## config.mk

```make
export PLATFORM = sky130hd
export DESIGN_NAME = core_bus_arbiter
export DESIGN_NICKNAME = d
export VERILOG_FILES = /design/src/rtl/core_bus_arbiter.sv
export SDC_FILE = /design/constraint.sdc
export NUM_CORES = 1
export LEC_CHECK = 0
export CAP_MARGIN = 25
export CORE_AREA = 2 2 124 126
export DETAILED_ROUTE_END_ITERATION = 7
export DIE_AREA = 0 0 126 128
export PLACE_DENSITY = 0.72
export SKIP_CTS_REPAIR_TIMING = 1
export SYNTH_ARGS = -nofsm -noshare
export SYNTH_HDL_FRONTEND = slang
export SYNTH_SLANG_ARGS = --single-unit
```

## constraint.sdc

```tcl
create_clock -name clk -period 2.4 [get_ports clk]
set_input_delay 0.72 -clock clk [delete_from_list [all_inputs] [get_ports clk]]
set_output_delay 0.72 -clock clk [all_outputs]
set_load 0.005 [all_outputs]
```

## src/rtl/core_bus_arbiter.sv

```systemverilog
`default_nettype none
// ============================================================================
// Module   : core_bus_arbiter
// Brief    : Round-robin arbiter sharing one word-wide bridge slave port,
//            with a watchdog that forces an SLVERR on stalled transfers.
// Revision : 1.0
// ============================================================================
module core_bus_arbiter #(
    parameter int NUM_MASTERS    = 2,
    parameter int TIMEOUT_CYCLES = 1024,
    parameter int TO_CNT_W       = 16
) (
    input  logic                      clk,
    input  logic                      rst_n,
    input  logic [32*NUM_MASTERS-1:0] m_bus_addr,
    input  logic [NUM_MASTERS-1:0]    m_bus_read,
    input  logic [NUM_MASTERS-1:0]    m_bus_write,
    input  logic [32*NUM_MASTERS-1:0] m_bus_writedata,
    input  logic [4*NUM_MASTERS-1:0]  m_bus_byteenable,
    output logic [NUM_MASTERS-1:0]    m_bus_waitrequest,
    output logic [32*NUM_MASTERS-1:0] m_bus_readdata,
    output logic [2*NUM_MASTERS-1:0]  m_bus_response,
    output logic [31:0]               s_bus_addr,
    output logic                      s_bus_read,
    output logic                      s_bus_write,
    output logic [31:0]               s_bus_writedata,
    output logic [3:0]                s_bus_byteenable,
    input  logic                      s_bus_waitrequest,
    input  logic [31:0]               s_bus_readdata,
    input  logic [1:0]                s_bus_response,
    output logic [NUM_MASTERS-1:0]    grant,
    output logic                      timeout_pulse
);

    localparam int IDX_W = (NUM_MASTERS > 1) ? $clog2(NUM_MASTERS) : 1;
    localparam logic TO_EN = (TIMEOUT_CYCLES != 0);
    localparam logic [TO_CNT_W-1:0] TO_LAST =
        TO_CNT_W'((TIMEOUT_CYCLES == 0) ? 0 : TIMEOUT_CYCLES - 1);

    typedef enum logic [0:0] {
        ST_IDLE = 1'b0,
        ST_BUSY = 1'b1
    } state_t;

    state_t                 state_q;
    logic [NUM_MASTERS-1:0] grant_q;
    logic [NUM_MASTERS-1:0] grant_d;
    logic [IDX_W-1:0]       last_q;
    logic [IDX_W-1:0]       gidx;
    logic [IDX_W-1:0]       cand;
    logic [TO_CNT_W-1:0]    cnt_q;
    logic [NUM_MASTERS-1:0] req;
    logic                   pick_vld;
    logic                   busy;
    logic                   sel_rd;
    logic                   sel_wr;
    logic                   sel_req;
    logic                   done;
    logic                   to_hit;
    logic [31:0]            sel_addr;
    logic [31:0]            sel_wdata;
    logic [3:0]             sel_be;

    assign req  = m_bus_read | m_bus_write;
    assign busy = (state_q == ST_BUSY);

    // Scan starts one past the last served master so every holder is reached within N grants.
    always_comb begin
        pick_vld = 1'b0;
        grant_d  = '0;
        cand     = '0;
        for (int k = 1; k <= NUM_MASTERS; k++) begin
            cand = IDX_W'((int'(last_q) + k) % NUM_MASTERS);
            if (!pick_vld && req[cand]) begin
                pick_vld      = 1'b1;
                grant_d[cand] = 1'b1;
            end
        end
    end

    always_comb begin
        gidx      = '0;
        sel_rd    = 1'b0;
        sel_wr    = 1'b0;
        sel_addr  = '0;
        sel_wdata = '0;
        sel_be    = '0;
        for (int i = 0; i < NUM_MASTERS; i++) begin
            if (grant_q[i]) begin
                gidx      = IDX_W'(i);
                sel_rd    = m_bus_read[i];
                sel_wr    = m_bus_write[i];
                sel_addr  = m_bus_addr[32*i +: 32];
                sel_wdata = m_bus_writedata[32*i +: 32];
                sel_be    = m_bus_byteenable[4*i +: 4];
            end
        end
    end

    // A genuine completion in the last watchdog cycle takes precedence over the timeout.
    assign sel_req = busy & (sel_rd | sel_wr);
    assign done    = sel_req & ~s_bus_waitrequest;
    assign to_hit  = TO_EN & sel_req & ~done & (cnt_q == TO_LAST);

    assign s_bus_read       = busy & sel_rd & ~to_hit;
    assign s_bus_write      = busy & sel_wr & ~to_hit;
    assign s_bus_addr       = busy ? sel_addr  : 32'h0;
    assign s_bus_writedata  = busy ? sel_wdata : 32'h0;
    assign s_bus_byteenable = busy ? sel_be    : 4'h0;
    assign timeout_pulse    = to_hit;
    assign grant            = grant_q;

    generate
        for (genvar i = 0; i < NUM_MASTERS; i++) begin : g_master
            assign m_bus_waitrequest[i]      = ~(grant_q[i] & (done | to_hit));
            assign m_bus_readdata[32*i +: 32] = (grant_q[i] & done) ? s_bus_readdata : 32'h0;
            assign m_bus_response[2*i +: 2]   = (grant_q[i] & done)   ? s_bus_response :
                                                (grant_q[i] & to_hit) ? 2'b10 : 2'b00;
        end
    endgenerate

    always_ff @(posedge clk or negedge rst_n) begin
        if (!rst_n) begin
            state_q <= ST_IDLE;
            grant_q <= '0;
            last_q  <= IDX_W'(NUM_MASTERS - 1);
            cnt_q   <= '0;
        end else begin
            case (state_q)
                ST_IDLE: begin
                    cnt_q <= '0;
                    if (pick_vld) begin
                        grant_q <= grant_d;
                        state_q <= ST_BUSY;
                    end
                end
                ST_BUSY: begin
                    if (!sel_req) begin
                        // Requester abandoned the transfer: no response, fairness pointer untouched.
                        grant_q <= '0;
                        state_q <= ST_IDLE;
                    end else if (done || to_hit) begin
                        last_q  <= gidx;
                        grant_q <= '0;
                        state_q <= ST_IDLE;
                    end else begin
                        cnt_q <= cnt_q + TO_CNT_W'(1);
                    end
                end
                default: begin
                    grant_q <= '0;
                    state_q <= ST_IDLE;
                end
            endcase
        end
    end

endmodule
`default_nettype wire
```

## After elaboration in Yosys (flattened, before gate mapping)

Index checks and enable logic that the tools add are counted.

- Register bits after elaboration: 20
- Input bits: 177

- Add/subtract/negate cells: 3
- $lt $le $gt $ge: 4
- Eq/ne operators: 5
- Mux-type cells: 43
- Bitwise logic cells: 24
- Reduce and logical (&&, ||, !) cells: 8

Operators with widths:

| kind | count |
|---|---|
| 32-bit two-way mux | 8 |
| 16-bit two-way mux | 2 |
| 16-bit case mux with 2 select lines | 1 |
| 2-bit two-way mux | 9 |
| 16-bit by 1-bit adder with 16-bit output (second input constant) | 1 |
| 16-bit by 10-bit equality test with 1-bit output (second input constant) | 1 |
| 1-bit two-way mux | 16 |
| 1-bit AND | 14 |
| 4-bit two-way mux | 3 |
| 1-bit inverter | 6 |
| 1-bit by 2-bit < comparator with 1-bit output (second input constant) | 2 |
| 2-bit != test (second input constant) | 2 |
| 2-bit bitwise OR | 2 |
| 2-bit case mux with 2 select lines | 1 |
| 2-bit AND reduction | 2 |
| 1-bit logical AND | 3 |
| 3-bit by 2-bit != test with 1-bit output (second input constant) | 1 |
| 3-bit AND reduction | 1 |
| 1-bit adder (second input constant) | 2 |
| 1-bit demux with 1-bit select | 2 |
| 1-bit >= comparator (second input constant) | 2 |
| 2-bit by 1-bit != test with 1-bit output (second input constant) | 1 |
| 1-bit bitwise OR | 2 |
| 1-bit case mux with 2 select lines | 1 |
| other kinds (2) | 2 |

## Longest topological paths before layout

Gate-level depths: netlist of the first run.

- Depth in word-level cells: 12
- Mapped depth: 7
- Gate-level depth less buffers: 5

## Least setup slack after synthesis of the first run

OpenSTA, ideal clock, no wires.

- Path type: input to output
- Start: input port m_bus_read[0]
- End: output port m_bus_readdata[10]
- Arrival time: 1722 ps
- Required time: 1680 ps
- Slack: -42 ps
- Stages: 6
- Path through: o21ai_2 > o21ai_4 > nand2_2 > nor3b_2 > clkbuf_1 > and2_1

- Word-level cells in the longest chain between the ends: 7

Ends and longest elaborated chain:

| what | line | RTL |
|---|---|---|
| from (decl) | 16 | `input logic [NUM_MASTERS-1:0] m_bus_read,` |
| 1-bit two-way mux (2 in series) | 89 | `if (grant_q[i]) begin` |
| 1-bit bitwise OR | 101 | `assign sel_req = busy & (sel_rd \| sel_wr);` |
| 1-bit AND | 101 |  |
| 1-bit AND | 102 | `assign done = sel_req & ~s_bus_waitrequest;` |
| 1-bit AND | 116 | `assign m_bus_readdata[32*i +: 32] = (grant_q[i] & done) ? s_bus_readdata : 32'h0;` |
| 32-bit two-way mux | 116 |  |
| to (decl) | 21 | `output logic [32*NUM_MASTERS-1:0] m_bus_readdata,` |

Every way passes these cells.

## Worst setup path after layout of the first run

- Start: input port m_bus_write[0]
- End: output port m_bus_readdata[24]

- Word-level cells in the longest chain between the ends: 7

Ends and longest elaborated chain:

| what | line | RTL |
|---|---|---|
| from (decl) | 17 | `input logic [NUM_MASTERS-1:0] m_bus_write,` |
| 1-bit two-way mux (2 in series) | 89 |  |
| 1-bit bitwise OR | 101 |  |
| 1-bit AND | 101 |  |
| 1-bit AND | 102 |  |
| 1-bit AND | 116 |  |
| 32-bit two-way mux | 116 |  |

Every way passes these cells.

==> results of run 1 <==
-- sequential cells by signal, summed over array words and instances (netlist names) --
signal and flops:
busy 1, last_q 1, cnt_q 16, grant 2
-- routing by layer --
metal	wire, µm	vias up	global-route usage (%)
li1	-	2085	-
met2	8344	212	29.00
met5	0	-	0
met3	1271	12	4.215
met1	6274	1986	20.20
met4	182	0	1.939
-- per-stage QoR --
step / utilization, % / TNS (ps) / hold slack [ps] / cells / power (W)
3_3_place_gp: 44.49 / -86870 / 610.0 / 907 / 0.003742
6_report: 47.73 / -28450 / 623.7 / 937 / 0.004313
4_1_cts: 45.02 / -92860 / 626.0 / 911 / 0.004104
2_1_floorplan: - / -2536 / 424.4 / 371 / 0.001786
5_1_grt: 47.73 / -36010 / 627.3 / 937 / 0.004622
3_5_place_dp: 44.49 / -88140 / 615.3 / 907 / 0.003737
-- critical path, cell delays in order --
cell and delay [ps]:
buf_8 80, o21ai_4 60, o21ai_4 170, nand2_4 90, buf_6 130, nor3b_4 220
buf_12 150, buf_8 110, clkbuf_16 150, and2_4 140, buf_6 90
-- final timing paths --
kind | startpoint | endpoint | slack [ps] | depth (start not counted)
max reg2reg | cnt_q[0] | cnt_q[9] | 430 | 7
min reg2reg | last_q | last_q | 620 | 1
min | last_q | last_q | 620 | 1
max | m_bus_write[0] | m_bus_readdata[24] | -420 | 11
max in group asynchronous | rst_n | last_q | 1310 | 2
min in group asynchronous | rst_n | cnt_q[14] | 810 | 2
-- layout make-up --
type	count	area (µm²)	share of cell area (%)
tap	188	235.2	3.316
timing repair buffer	410	4000	56.38
multi-input combinational	314	2272	32.03
inverter	1	3.754	0.05291
sequential	20	504.2	7.108
clock buffer	4	78.83	1.111
-- kinds of logic (layout without fill, tap and decap cells) --
kind of cell,Yosys count,count (layout),synth area share (%)
mux,2,2,0.7820
fa+ha+maj,1,1,0.4599
buf+inv,37,415,5.519
xor+xnor,1,1,0.3220
simple gates,202,202,45.54
flops,20,20,18.45
compound gates,108,108,28.93
-- placed cells by master (no fill, tap or decap), drive strengths merged, types with 4 or more instances in the layout --
| cell type | synthesis | layout |
|---|---|---|
| clkbuf | 29 | 39 |
| or3 | 7 | 7 |
| a21oi | 7 | 7 |
| dfrtp | 19 | 19 |
| clkdlybuf4s50 | 0 | 183 |
| nor2 | 8 | 8 |
| buf | 7 | 145 |
| nand3 | 6 | 6 |
| and2 | 70 | 70 |
| a21boi | 8 | 8 |
| o31ai | 4 | 4 |
| nor2b | 69 | 69 |
| nand2b | 5 | 5 |
| nand4 | 6 | 6 |
| nand2 | 18 | 18 |
| o21ai | 11 | 11 |
| dlymetal6s2s | 0 | 47 |
| a22oi | 69 | 69 |
-- where the power goes --
group / leakage (nW) / switching (W) / internal, W
clock: 0.0382 / 0.000121 / 0.000226
combinational: 3.35 / 0.00149 / 0.00204
sequential: 0.269 / 0.0000573 / 0.000387
total: 3.66 / 0.00166 / 0.00265
==> summary.md, run 1 <==
| Metric | Value |
|---|---|
| # DRC | `0` |
| Leakage | `about 3.7 nW` |
| DP HPWL | `about 12 mm` |
| Post-synth ARST share | `between 90% and 100%` |
| Cells after Synth | `approximately 370` |
| Slew margin rel. | `between 70 and 80%` |
| Initial antenna violation count | `0` |
| I/O Buffers | `between 300 and 400` |
| Fraction of layout cells with a size suffix above 1 | `between 30% and 40%` |
| Skew final | `around 3.8 ps` |
| Clock Root Buffer | `clkbuf_16` |
| Top_reg_cell synth | `dfrtp_1` |
| Number of antenna diodes | `0` |
| Synth Net Count | `around 550` |
| Endpoints failing setup | `88` |
| Slew @ Worst Pin | `around 340 ps` |
| First-pass GRT wire length | `between 20 and 25 mm` |
| Die ar. | `~0.016 mm²` |
| Fin crit share | `117.4%` |
| Initial Util | `a little under a fifth` |
| List of most frequent post-synthesis cells | `and2_1 (70), a22oi_1 (69), nor2b_1 (69)` |
| H-tree Lvls | `1` |
| CP Capture Type | `output port` |
| Clk_lat worst skew | `about 250 ps` |
| Worst setup SP type | `input pin` |
| Seq/Total Area, Yosys | `between 10% and 20%` |
| Critical path class | `input pin to output port` |
| Clock Sinks | `20` |
| Synth area leaders | `a22oi_1 (19%), dfrtp_1 (17%), and2_1 (16%)` |
| Std cell rows | `45` |
| Finished Cell Area | `0.007094 mm²` |
| Ports | `320` |
| Die X | `approximately 130 µm` |
| Vias | `~4300` |
| Pwr dens | `around 610 mW/mm²` |
| Layout Nets | `about 930` |
| Achievable Freq | `between 300 and 400 MHz` |
| Arrival @ worst endpoint | `about 2100 ps` |
| Fin. Hold Viols | `0` |
| Worst EP required | `about 1700 ps` |
| CTS tree | `yes` |
| Vias in the first global route | `between 3000 and 4000` |
| Minimum clock period | `2818 ps` |
| Register bit count reported by yosys | `20` |
| Crit Path Max Fanout | `8` |
| Status | `finished with violations` |
| TritonCTS Buffers | `3` |
| TritonRoute pass-1 iters | `5` |
| Area growth syn-to-layout | `160.8%` |
| Syn avg cell area | `about 7.3 µm²` |
| Clk slew on worst S/H paths | `50 ps` |
| Library cells used by synthesis | `46` |
| Initial DRC count | `160` |
| Final setup margin | `-418.2 ps` |
| Failing checks | `negative setup slack` |
| Mapped Area | `0.002720 mm²` |
| Remaining antenna violation count | `0` |
| Synth warnings | `0` |
| Yosys top cell area share | `a little under a fifth` |
| Yosys top cell by area | `a22oi_1` |
| Pre-CTS setup slack | `-1057 ps` |
| Clk buf depth | `2` |
| RSZ-0062 raised after global routing | `true` |
| Gp weighted congestion | `between 0.7 and 0.8` |
| Post-synth EDFFs | `0` |
| # fillers | `~1400` |
| Total Routing Usage GR | `roughly 16%` |
| Pin count of the biggest net entering global routing | `55` |
| Placed Area | `about 0.0066 mm²` |
| Slew Limit Fails | `0` |
| Worst Hold Class | `register to register` |
| Count leader, synth | `and2_1` |
| Total grt overflow | `0` |
| Max-cap violation count | `0` |
| Peak supply drop | `around 0.33 mV` |
| Core box area | `~0.015 mm²` |
| Vias per inst | `4.584` |
| Die Height | `128 µm` |
| Wire per inst | `17.15 µm` |
| Final WL | `16.07 mm` |
Note: power is estimated with default switching activity, not from simulation.
==> run 2: changes to the inputs <==
--- a/config.mk
+++ b/config.mk
@@ -7,6 +7,7 @@
 export LEC_CHECK = 0
+export ABC_AREA = 1
 export CAP_MARGIN = 25
-export CORE_AREA = 2 2 124 126
+export CORE_AREA = 2 2 125 127
 export DETAILED_ROUTE_END_ITERATION = 7
-export DIE_AREA = 0 0 126 128
+export DIE_AREA = 0 0 127 129
 export PLACE_DENSITY = 0.72
--- a/constraint.sdc
+++ b/constraint.sdc
@@ -3,2 +3,2 @@
 set_output_delay 0.72 -clock clk [all_outputs]
-set_load 0.005 [all_outputs]
+set_load 0.05 [all_outputs]
==> summary.md, run 2 <==
| Metric | Value |
|---|---|
| Status | `finished with violations` |
| Failing checks | `negative setup slack` |
| Max-cap violation count | `0 (unchanged)` |
| Slew @ Worst Pin | `385.0 ps (+43.76 ps)` |
| Pin count of the biggest net entering global routing | `73 (+33%)` |
| Crit Path Max Fanout | `6 (-2)` |
| Worst-path cell chain | `buf_6 > nand2_2 > nand2_2 > nand3_4 > nand2_4 > nand2_4 > clkinv_4 > nand2_4 > clkbuf_16 > nor2_4 > buf_12` |
| Final setup TNS | `-20220 ps (+8228 ps)` |
| List of most frequent post-synthesis cells | `nand2_1 (226), nor2_1 (100), a21oi_1 (70)` |
| Post-synth EDFFs | `0 (unchanged)` |
| Worst Hold Class | `register to register` |
| Seq/Total Area, Yosys | `18.20% (-0.24 points)` |
| Min Hold Slack | `536.2 ps (-87.54 ps)` |
| Most frequent cells in the layout | `nand2_1 (215), clkdlybuf4s50_1 (171), buf_12 (152), nor2_4 (72), inv_1 (54)` |
| Worst setup SP type | `input pin` |
| Clk slew on worst S/H paths | `60 ps (about the same)` |
| Layout Nets | `1075 (+16%)` |
| Die Height | `129 µm (+0.78%)` |
| Fin crit share | `108.7% (-8.8 points)` |
| Top delay family on crit path | `simple AND/OR/NAND/NOR gates` |
| Post-synth ARST share | `100.0% (unchanged)` |
| H-tree Lvls | `1 (unchanged)` |
| Pwr dens | `863.5 mW/mm² (+42%)` |
| Slew Limit Fails | `0 (unchanged)` |
| DP HPWL | `13.73 mm (+15%)` |
| Fin. Hold Viols | `0 (unchanged)` |
| Top_reg_cell synth | `dfrtp_1` |
| Initial antenna violation count | `0 (unchanged)` |
| Achievable Freq | `383.5 MHz (+8.1%)` |
| First-pass GRT wire length | `24.22 mm (+14%)` |
| Number of antenna diodes | `0 (unchanged)` |
| CP max stage delay | `210 ps (about the same)` |
| Die ar. | `0.01638 mm² (+1.6%)` |
| Arrival @ worst endpoint | `1890 ps (-210 ps)` |
| Library cells used by synthesis | `27 (-41%)` |
| Layout Utilization | `62.67% (+15 points)` |
| Skew final | `2.149 ps (-1.640 ps)` |
| Pre-CTS setup slack | `-621.2 ps (+435.4 ps)` |
| Core box area | `0.01498 mm² (+0.76%)` |
| Gp weighted congestion | `0.8602 (+14%)` |
| Clk buf depth | `2 (unchanged)` |
| I/O Buffers | `319 (unchanged)` |
| Flip-flop count of the largest register after layout | `16 (unchanged)` |
| Yosys top cell area share | `30.78% (+12 points)` |
| # fillers | `1190 (-16%)` |
| Cells after Synth | `547 (+47%)` |
| Mapped Area | `0.002756 mm² (+1.3%)` |
| CP most frequent cell | `nand2_4` |
| Total Routing Usage GR | `18.46% (+2.2 points)` |
| Remaining antenna violation count | `0 (unchanged)` |
| Synth Net Count | `725 (+32%)` |
| Vias in the first global route | `4496 (+13%)` |
| Initial DRC count | `158 (-1.3%)` |
| Count leader, synth | `nand2_1` |
| TritonRoute pass-1 iters | `4 (-1)` |
| CP Capture Type | `output port` |
| Critical path class | `input pin to output port` |
| # DRC | `0 (unchanged)` |
| CTS tree | `yes` |
| Clk_lat worst skew | `260 ps (about the same)` |
| Synth warnings | `0 (unchanged)` |
| Final WL | `18.48 mm (+15%)` |
| Register bit count reported by yosys | `20 (unchanged)` |
| Yosys top cell by area | `nand2_1` |
| Wire per inst | `17.05 µm (-0.62%)` |
| Minimum clock period | `2608 ps (-210.5 ps)` |
| Area growth syn-to-layout | `240.5%` |
| RSZ-0062 raised after global routing | `true` |
| Vias per inst | `4.418 (-3.6%)` |
| Die X | `127 µm (+0.79%)` |
| Final setup margin | `-207.6 ps (+210.5 ps)` |
| Fraction of layout cells with a size suffix above 1 | `43.19% (+11 points)` |
| Clock Root Buffer | `clkbuf_16` |
| TritonCTS Buffers | `3 (unchanged)` |
| Worst path slowest cell | `clkbuf_16` |
| Crit path buf inv count | `4 (-2)` |
| Clock Sinks | `20 (unchanged)` |
| Total grt overflow | `0 (unchanged)` |
| Most flops, register | `cnt_q` |
| Std cell rows | `45 (unchanged)` |
| Leakage | `3.702 nW (+1.2%)` |
| Vias | `4789 (+12%)` |
| Peak supply drop | `0.5255 mV (+58%)` |
| Initial Util | `18.40% (+0.10 points)` |
| Synth area leaders | `nand2_1 (31%), dfrtp_1 (17%), nor2_1 (14%)` |
| Ports | `320 (unchanged)` |
| Most common cell after layout, fill and taps aside | `nand2_1` |
| Syn avg cell area | `5.039 µm² (-31%)` |
| Worst EP required | `1680 ps (about the same)` |
| Slew margin rel. | `74.33% (-2.7 points)` |
| Endpoints failing setup | `136 (+55%)` |
[run 2: cell count changes in the layout (fill, tap and decap cells not counted), sizes merged, moves of 47 or more]
cell,delta
nand2,+212
nor2,+93
and2,-70
a22oi,-69
nor2b,-69
a21oi,+63
inv,+57
buf,+47
dlymetal6s2s,-47
[run 2: final cells by class]
cell class | count | area (µm²) | share of cell area, %
Timing Repair Buffer | 375 | 5413 | 57.66
Multi-Input combinational cell | 437 | 2917 | 31.07
Sequential cell | 20 | 506.7 | 5.399
Inverter | 60 | 236.5 | 2.519
Tap cell | 188 | 235.2 | 2.506
Clock buffer | 4 | 78.83 | 0.8398
[run 2: power breakdown]
part | switching (W) | total, W | internal, W
logic | 0.00412 | 0.00731 | 0.00319
clock network | 0.000132 | 0.000359 | 0.000227
registers | 0.0000569 | 0.000442 | 0.000385
[run 2: path summary, 6_finish.rpt]
path,cells past startpoint,slack [ps],start,endpoint
worst max-delay path,11,-210,m_bus_read[0],m_bus_readdata[15]
worst min-delay path,2,540,cnt_q[9],cnt_q[9]
worst max register to register,9,730,cnt_q[1],cnt_q[11]
worst min register to register,2,540,cnt_q[9],cnt_q[9]
max in group asynchronous,2,1330,rst_n,last_q
min in group asynchronous,2,800,rst_n,cnt_q[1]
[run 2: metal layers]
metal / wire length [µm] / track usage [%] / vias up
met3: 1243 / 3.659 / 25
met1: 6606 / 20.86 / 2176
met4: 286 / 3.685 / 0
li1: - / - / 2371
met2: 10340 / 35.93 / 217
met5: 0 / 0 / -
[run 2: worst register-to-register path, delay by kind of cell, from the launching register on]
family / cells / cell delay [ps]
AND/OR/NAND/NOR: 6 / 630
flip-flops: 1 / 410
buffers and inverters: 2 / 380
adder cells (fa/ha/maj): 1 / 190
[run 2: cell families (layout without fill, tap and decap cells)]
logic type	count (synthesis)	in the layout	share of synthesized area, %
AOI/OAI and AO/OA	76	76	14.21
xor gates and xnor gates	1	1	0.3178
adders and majority gates	1	1	0.4539
buffers and inverters	90	439	14.98
DFF	20	20	18.20
and+or+nand+nor	359	359	51.84
[run 2: metrics by stage]
stage / area, µm² / cells / power [W]
after floorplan: 3627 / 547 / 0.003911
after global placement: 8600 / 1053 / 0.007097
after detailed placement: 8600 / 1053 / 0.007155
after CTS: 8678 / 1057 / 0.007519
after global routing: 9387 / 1084 / 0.008396
final: 9387 / 1084 / 0.008105
